### config.mk
export PLATFORM = sky130hd
export DESIGN_NAME = imem_wb_bridge
export DESIGN_NICKNAME = d
export VERILOG_FILES = /design/src/rtl/imem_wb_bridge.sv
export SDC_FILE = /design/constraint.sdc
export NUM_CORES = 1
export LEC_CHECK = 0
export ABC_AREA = 1
export CORE_UTILIZATION = 39
export DETAILED_ROUTE_END_ITERATION = 6
export GPL_ROUTABILITY_DRIVEN = 0
export PLACE_DENSITY = 0.8
export SLEW_MARGIN = 20
export SYNTH_ARGS = -nofsm -noshare
export SYNTH_HDL_FRONTEND = slang
export SYNTH_SLANG_ARGS = --single-unit
### constraint.sdc
create_clock -name i_clk -period 1.64 [get_ports i_clk]
set_input_delay 0.328 -clock i_clk [delete_from_list [all_inputs] [get_ports i_clk]]
set_output_delay 0.328 -clock i_clk [all_outputs]
set_load 0.1 [all_outputs]
### src/rtl/imem_wb_bridge.sv
// -----------------------------------------------------------------------------
// imem_wb_bridge
//   Wishbone B4 classic single-beat slave in front of port 2 of the
//   instruction memory. A bus read becomes a fixed-latency port-2 read and a
//   bus write becomes a port-2 byte-enabled write. Out-of-range, misaligned
//   and (when WRITE_EN == 0) write accesses are answered with err.
//
// Ports
//   i_clk, i_rst_n          : clock, synchronous active-low reset
//   i_wb_cyc/stb/we         : bus cycle, strobe, write select
//   i_wb_adr/dat/sel        : byte address, write data, byte lanes
//   o_wb_dat/ack/err        : read data (held), one-cycle ack / err
//   o_p2_en, o_p2_addr      : memory port-2 read enable and byte offset
//   i_p2_rd                 : memory read data, valid one cycle after en
//   o_p2_we/wdata/wsel      : memory port-2 write strobe, data, byte enables
// -----------------------------------------------------------------------------
module imem_wb_bridge #(
  parameter int unsigned SIZE_BYTE = 2048,
  parameter logic [31:0] BASE_ADDR = 32'h0000_0000,
  parameter bit          WRITE_EN  = 1'b1,
  localparam int unsigned ADDRWIDTH = $clog2(SIZE_BYTE - 1)
) (
  input  logic                 i_clk,
  input  logic                 i_rst_n,
  input  logic                 i_wb_cyc,
  input  logic                 i_wb_stb,
  input  logic                 i_wb_we,
  input  logic [31:0]          i_wb_adr,
  input  logic [31:0]          i_wb_dat,
  input  logic [3:0]           i_wb_sel,
  output logic [31:0]          o_wb_dat,
  output logic                 o_wb_ack,
  output logic                 o_wb_err,
  output logic                 o_p2_en,
  output logic [ADDRWIDTH-1:0] o_p2_addr,
  input  logic [31:0]          i_p2_rd,
  output logic                 o_p2_we,
  output logic [31:0]          o_p2_wdata,
  output logic [3:0]           o_p2_wsel
);

  typedef enum logic [2:0] {
    IDLE       = 3'd0,
    RD_ISSUE   = 3'd1,
    RD_CAPTURE = 3'd2,
    WR_ISSUE   = 3'd3,
    ACK        = 3'd4,
    ERR        = 3'd5
  } state_t;

  state_t                 state_q;
  logic [31:0]            rdata_q;
  logic                   ack_q;
  logic                   err_q;
  logic                   p2_en_q;
  logic                   p2_we_q;
  logic [ADDRWIDTH-1:0]   p2_addr_q;
  logic [31:0]            p2_wdata_q;
  logic [3:0]             p2_wsel_q;

  logic [31:0]            offset_s;
  logic                   dec_err_s;

  // Request decode: offset wraps modulo 2^32, so addresses below BASE_ADDR
  // become huge offsets and fall into the out-of-range error.
  always_comb begin
    offset_s  = i_wb_adr - BASE_ADDR;
    dec_err_s = (offset_s >= 32'(SIZE_BYTE))
              | (i_wb_adr[1:0] != 2'b00)
              | (i_wb_we & (WRITE_EN == 1'b0));
  end

  // Bridge FSM with all outputs registered. Pulse outputs default low each
  // cycle and are set on the transition into the state that owns them.
  always_ff @(posedge i_clk) begin
    if (!i_rst_n) begin
      state_q    <= IDLE;
      rdata_q    <= 32'h0000_0000;
      ack_q      <= 1'b0;
      err_q      <= 1'b0;
      p2_en_q    <= 1'b0;
      p2_we_q    <= 1'b0;
      p2_addr_q  <= '0;
      p2_wdata_q <= 32'h0000_0000;
      p2_wsel_q  <= 4'b0000;
    end else begin
      ack_q   <= 1'b0;
      err_q   <= 1'b0;
      p2_en_q <= 1'b0;
      p2_we_q <= 1'b0;
      case (state_q)
        IDLE: begin
          if (i_wb_cyc && i_wb_stb) begin
            if (dec_err_s) begin
              err_q   <= 1'b1;
              state_q <= ERR;
            end else begin
              p2_addr_q <= offset_s[ADDRWIDTH-1:0];
              if (i_wb_we) begin
                // A write with no lanes enabled still completes with ack.
                p2_we_q    <= |i_wb_sel;
                p2_wdata_q <= i_wb_dat;
                p2_wsel_q  <= i_wb_sel;
                state_q    <= WR_ISSUE;
              end else begin
                p2_en_q <= 1'b1;
                state_q <= RD_ISSUE;
              end
            end
          end else begin
            state_q <= IDLE;
          end
        end
        RD_ISSUE: begin
          state_q <= i_wb_cyc ? RD_CAPTURE : IDLE;
        end
        RD_CAPTURE: begin
          // An aborted read leaves the held read data untouched.
          if (i_wb_cyc) begin
            rdata_q <= i_p2_rd;
            ack_q   <= 1'b1;
            state_q <= ACK;
          end else begin
            state_q <= IDLE;
          end
        end
        WR_ISSUE: begin
          // The strobe has already been driven; abort only suppresses ack.
          if (i_wb_cyc) begin
            ack_q   <= 1'b1;
            state_q <= ACK;
          end else begin
            state_q <= IDLE;
          end
        end
        ACK:     state_q <= IDLE;
        ERR:     state_q <= IDLE;
        default: state_q <= IDLE;
      endcase
    end
  end

  assign o_wb_dat   = rdata_q;
  assign o_wb_ack   = ack_q;
  assign o_wb_err   = err_q;
  assign o_p2_en    = p2_en_q;
  assign o_p2_addr  = p2_addr_q;
  assign o_p2_we    = p2_we_q;
  assign o_p2_wdata = p2_wdata_q;
  assign o_p2_wsel  = p2_wsel_q;

endmodule
# Word level (Yosys, flattened, before mapping)
# Index checks and enable logic that the tools add are counted.
# Widths: inputs -> output; s select.
[word_totals]
regBits = 86
latchBits = 0
ramBits = 0
mem_bits_ro = 0
output_inout_bits = 83
n_memories = 0
[op_classes]
addsub = 0
mul = 0
n_div = 0
n_lt_le_gt_ge = 1
n_eq_ne = 3
n_shift = 0
n_mux = 9
bitwise = 6
n_reduce_logical = 12
[ops]
columns = ["cell", "count"]
rows = [
  ["$ge 32x12->1 const B", 1],
  ["$mux 3", 3],
  ["$pmux 3 s3", 1],
  ["$reduce_or 4->1", 2],
  ["$eq 3x2->1 const B", 2],
  ["$reduce_and 3->1", 2],
  ["$not 1->1", 5],
  ["$reduce_or 5->1", 1],
  ["$mux 2", 2],
  ["$reduce_and 2->1", 2],
  ["$reduce_and 4->1", 1],
  ["$eq 3x1->1 const B", 1],
  ["$logic_not 3->1", 1],
  ["$mux 1", 3],
  ["$reduce_bool 2->1", 1],
  ["$reduce_or 2->1", 1],
  ["$logic_and 1x1->1", 1],
  ["$or 1x1->1", 1],
]

# Depth between registers and ports, before layout
[logic_depth]
ltp_word = 5
ltp_mapped = 9

# Worst setup path after synthesis
# OpenSTA, ideal clock, no wires.
[synth_timing]
path_type = "input to register"
from = "in i_wb_adr[21]"
to = "reg p2_wdata_q[10] (netlist: o_p2_wdata[10])"
setup_time_ns = 0.117
arrival_time_ns = 1.251
required_ns = 1.523
slack_ns = 0.272
cell_stages = 9
path_buffers = 1
cell_sequence = "nor2_1 -> nand2_1 -> nor2_2 -> inv_1 -> nor2_4 -> buf_4 -> nand4_1 -> nand2_1 -> nor2_1"
[synth_between]
elab_chain_cells = 4
[synth_lines]
columns = ["item", "line", "rtl"]
rows = [
  ["from (decl)", "28", "input logic [31:0] i_wb_adr,"],
  ["$ge 32x12->1", "68", "dec_err_s = (offset_s >= 32'(SIZE_BYTE))"],
  ["$or 1x1->1", "69", "| (i_wb_adr[1:0] != 2'b00)"],
  ["$not 1->1 (no source line)", "--", ""],
  ["$reduce_and 4->1 (no source line)", "--", ""],
  ["to (signal assigned)", "102", "p2_wdata_q <= i_wb_dat;"],
  ["to (decl)", "58", "logic [31:0] p2_wdata_q;"],
]
# No other way between the ends.
# A chain may end at the register's enable or synchronous reset.

# Worst setup path in the final report
[layout_timing]
from = "in i_wb_adr[14]"
to = "reg p2_wdata_q[18] (netlist: o_p2_wdata[18])"
# The elaborated chain is that of the path after synthesis.

==> metrics.md <==
| Metric | Value |
|---|---|
| Clock latency on the worst-skew pair | 0.34 ns |
| Commonest cells post-synth | nor2_1, dfxtp_1, nand2_1 |
| Dpl hpwl | 8399 um |
| Post-layout util | 0.7947 |
| Worst reg2reg startpoint | state_q[2] |
| Critical-path cell list | clkdlybuf4s50_1 -> nor2_1 -> nand2_1 -> nor2_4 -> nand2_2 -> nor2_4 -> buf_12 -> clkbuf_16 -> nand4_1 -> nand2_1 -> nor2_1 |
| Top cell type's share of synthesized area | 0.4978 |
| PortBufs | 187 |
| CTS tree | yes |
| Clk root buf | clkbuf_8 |
| PwrDens | 616.9 mW/mm^2 |
| Main synth FF type | dfxtp_1 |
| Clock Pin Slew Worst Setup and Hold Paths | 0.08 ns |
| First-pass GRT wire length | 16840 um |
| Max Freq | 0.5988 GHz |
| # rows | 33 |
| Asr flop ratio synth | 0 |
| Longest Clk Path Bufs | 2 |
| CTS Hold Bufs | 0 |
| Place WS | -0.2280 ns |
| Crit path from | i_wb_adr[14] |
| Routed wire length | 11460 um |
| Num CTS Buffers | 9 |
| Status | complete, but fails checks |
| Synthesized flop and latch total | 86 |
| Tcrit/Tclk final | 1.018 |
| Startpoint Class | primary input |
| Die extent in y | 96.17 um |
| Antenna viol nets, final | 0 |
| Vias per cell | 4.936 |
| Largest delay share family, worst path | simple AND/OR/NAND/NOR gates |
| Initial core utilization | 0.4126 |
| Max VDD drop | 513.5 uV |
| Initial DRC Count | 148 |
| Syn-to-layout area delta | 92.62% |
| Failing checks | setup timing |
| H-tree Lvls | 3 |
| Gate Count Post-Synth | 476 |
| Setup crit end kind | register |
| DIE AREA | 0.009248 sq mm |
| Mean Syn Cell Area | 7.265 sq um |
| CTS Sinks | 86 |
| Cell Area, Synth | 0.003458 sq mm |
| Tightest Pin Transition | 0.2648 ns |
| All-Layer GR Usage | 0.2381 |
| IO Pins | 188 |
| Final Hold Viols | 0 |
| Arr. time, crit path | 1.90 ns |
| Max Cap Violations | 0 |
| Final Power | 0.004110 W |
| Synth area leaders | dfxtp_1, nor2_1, nand4_1 |
| Wire per inst | 14.69 um |
| WP data required | 1.87 ns |
| Yosys warns | 0 |
| Die span in x | 96.17 um |
| CP Max Fanout | 9 |
| Vias in the first global route | 3860 |
| Hold Crit Class | primary input to register |
| Crit Path Class | primary input to register |
| Synth area leader | dfxtp_1 |
| Share of cells above drive strength 1 | 0.2015 |
| Initial antenna violation count | 0 |
| CP max-delay cell | clkdlybuf4s50_1 |
| Final min period | 1.670 ns |
| Fin nets | 776 |
| Final setup viols | 3 |
| Syn Nets | 581 |
| Sequential fraction of the synthesis area | 0.4978 |
| # DRC | 0 |
| Synth cell types | 20 |
| Setup ws final | -0.03009 ns |
| Largest incremental delay on the critical path | 0.41 ns |
| Slew margin rel. | 0.8218 |
| Setup TNS Final | -0.05845 ns |
| Most common cell in the netlist | nor2_1 |
| Core box area | 0.008382 sq mm |
| Congestion Overflow GR | 0 |
| Hold path start | i_rst_n |
| Via count | 3850 |
| Post-synth EDFFs | 0 |
| Setup Skew | 0.004209 ns |
| CP Buf/Inv Count | 3 |
| Ant. Diodes | 0 |
| Drt pass-1 iters | 4 |
| P_leak | 2.745 nW |
| Slew Limit Fails | 0 |
| Pin count of the biggest net entering global routing | 39 |
## cell usage in the layout, fill, tap and decap left out
cell type        count
buf_12              89
nor4_1               2
nand2_1             49
buf_4               17
nor3_1               1
a21oi_1              1
nand4_1             36
nor2_2               2
clkinvlp_4           1
clkinv_2             2
clkbuf_1             1
clkdlybuf4s50_1    102
clkbuf_16            3
inv_2                1
inv_1               45
nand4_4              1
nor2_4               5
dfxtp_1             86
nor2_8               1
dlymetal6s2s_1       1
bufinv_16            1
nand3_1              4
nand2_2              1
clkbuf_8            10
nor2_1             169
buf_6                1
o21ai_0             42
buf_2                1
## routing by layer
metal  track usage  share of wire
met1        0.2369           0.35
met2        0.4397           0.53
met3       0.09558          0.094
met4       0.09080          0.025
met5             0              0
## worst paths after layout
check / endpoint / slack (ns) / cells after the start
hold / removal: o_wb_dat[9] / 0.32 / 3
setup / recovery: o_p2_wdata[18] / -0.03 / 11
hold reg to reg: o_p2_addr[0] / 0.48 / 2
setup reg to reg: o_p2_wdata[16] / 0.20 / 8
## area by class of cell
type	count	area (sq um)
clock buffers	11	141.4
fillers	523	1720
flip-flops and latches	86	1722
clock inverters	4	47.55
inverters	46	172.7
repair buffers	214	3034
multi-input cells	314	1413
well taps	105	131.4
## report_power, final
| part | switching (W) | total, W | leakage (nW) | internal [W] |
|---|---|---|---|---|
| clock network | 0.000716 | 0.00145 | 0.0952 | 0.000734 |
| registers | 0.0000102 | 0.00211 | 0.693 | 0.00210 |
| logic | 0.000241 | 0.000553 | 1.96 | 0.000312 |
## stage by stage
step                      instance area (sq um)  hold slack [ns]  instances
after floorplan                            3458           0.4561        476
after global placement                     6354           0.4601        760
after detailed placement                   6354           0.4700        760
after CTS                                  6543           0.3080        775
after global routing                       6661           0.3213        780
final                                      6661           0.3224        780
## logic make-up after synthesis
| group | synth area share |
|---|---|
| simple gates | 0.3433 |
| flops | 0.4978 |
| buf+inv | 0.09660 |
| compound gates | 0.06223 |
## sequential cells by signal (all words and copies together), names as in the netlist
signal and flops:
o_p2_wdata 32, o_wb_dat 32, o_wb_ack 1, o_p2_we 1, state_q 3, o_wb_err 1, o_p2_wsel 4, o_p2_en 1
o_p2_addr 11
## worst min-delay path, stage by stage
cell,delay [ns]
buf_2,0.17
o21ai_0,0.09
nor2_1,0.04
## timing repair
| action | in CTS | in global routing |
|---|---|---|
| buffers inserted | 0 | 1 |
| resized for setup | 0 | 4 |
| endpoints found under the setup margin | 0 | 11 |
Note: power is estimated with default switching activity, not from simulation.
==> RTL edit: new RTL, same flow settings <==
Encoding of `state_t`: now Gray code (3 bits for 6 states).
--- a/src/rtl/imem_wb_bridge.sv
+++ b/src/rtl/imem_wb_bridge.sv
@@ -41,10 +41,10 @@
 
   typedef enum logic [2:0] {
-    IDLE       = 3'd0,
-    RD_ISSUE   = 3'd1,
-    RD_CAPTURE = 3'd2,
-    WR_ISSUE   = 3'd3,
-    ACK        = 3'd4,
-    ERR        = 3'd5
+    IDLE       = 3'b000,
+    RD_ISSUE   = 3'b001,
+    RD_CAPTURE = 3'b011,
+    WR_ISSUE   = 3'b010,
+    ACK        = 3'b110,
+    ERR        = 3'b111
   } state_t;
 
Function: same outputs for any inputs over 10 cycles, from zero or initial values and one cycle with i_rst_n low; not proved beyond that.
==> RTL edit against the unedited design <==
  * Non-clock buffer count decreased by 5
  * Sequential cell count unchanged
  * Largest power group unchanged
  * Count of clock-buffer cells in the layout down 1
  * Die area increased by 1.8%
  * Cell area shrank 0.79%
  * Sequential share of layout area up 0.21 points
  * Worst setup slack better by 0.11 ns
  * Synthesized area up 1.8%
  * Total power is 4.3% higher
  * Combinational power grew 24%
  * Cell count is 2.6% higher
  * Via count shrank 1.3%
  * Routed wire length fell by 7.9%
  * Register-to-register slack better by 0.08 ns
==> RTL edit: results <==
group,metric,value,unit
placement,dp_cells,784,
drt,wire_per_inst,13.2,µm
drt,wl_met3,662,µm
yosys,netlist_instances,495,
finish,multi_input_cells,325,
finish,final_cells,800,
yosys,avgSynthCellArea,7.11,µm²
pwr,intPower,3.19,mW
finish,multi_input_area,1420,µm²
clock_network,clk_pin_slew,0.09,ns
timing,worstMarginPinSlew,0.392,ns
drt,drtIter0Drc,92,
placement,post_dp_cell_area,6410,µm²
finish,clk_share,0.0297,
drt,drt-met1-wl,4020,µm
yosys,ys_top_cells_by_count,"nor2_1 (171), dfxtp_1 (86), nand2_1 (57)",
grt,grt_usage,0.227,
yosys,ys_top_cells_by_area,"dfxtp_1 (49%), nor2_1 (18%), nand3_1 (7.0%)",
critical_path,critical_path.max_fanout,24,
finish,inverters_excl_clock,56,
grt,grt_pass1_vias,3734,
placement,hpwl,8270,µm
grt,use_met3,0.0470,
status,outcome,"complete, no violations",
finish,final_layout_size_suffix_gt1_frac,0.195,
timing,skew,0.00814,ns
critical_path,worstPathArrival,1.84,ns
finish,fin_area,6610,µm²
yosys,synth_compound_area_frac,0.0498,
grt,grt_pass1_wl,17100,µm
clock_network,cts_root_buf,"clkbuf_8",
finish,final.fill_count,581,
yosys,synth_nets,600,
grt,grtUsageMet1,0.241,
drt,dr_total_vias,3799,
drt,drt_first_pass_iters,5,
pwr,leakage,2.79,nW
finish,buffer_area_frac,0.443,
grt,gr-usage-met2,0.421,
grt,grt_max_degree,38,
finish,nonClockBufferCount,209,
yosys,yosysSeqAreaShare,0.489,
pwr,vdd_drop_max,424,µV
RTL edit: cell count changes in the layout (fill, tap and decap cells not counted), moves of 2 or more:
cell       before  now
clkbuf_16       3    0
inv_1          45   55
inv_6           0    2
nand2_1        49   57
nand3_1         4   49
nand4_1        36    0
nor2_2          2    5
nor2_4          5    2
o21ai_0        42   33
RTL edit: power groups by stage:
stage | Combinational (mW) | Sequential (mW) | Clock (mW)
3_5_place_dp | 0.680 | 2.18 | 0
6_report | 0.683 | 2.14 | 1.47
2_1_floorplan | 0.175 | 2.30 | 0
3_3_place_gp | 0.662 | 2.18 | 0
4_1_cts | 0.683 | 2.14 | 1.50
5_1_grt | 0.729 | 2.14 | 1.59
RTL edit: worst paths after layout:
check | start | endpoint | slack (ns) | depth (start not counted)
max | i_wb_adr[14] | o_p2_wdata[1] | 0.08 | 10
min reg2reg | o_p2_addr[0] | o_p2_addr[0] | 0.50 | 2
min | i_rst_n | o_p2_addr[7] | 0.39 | 3
max reg2reg | state_q[2] | o_p2_wdata[1] | 0.28 | 8
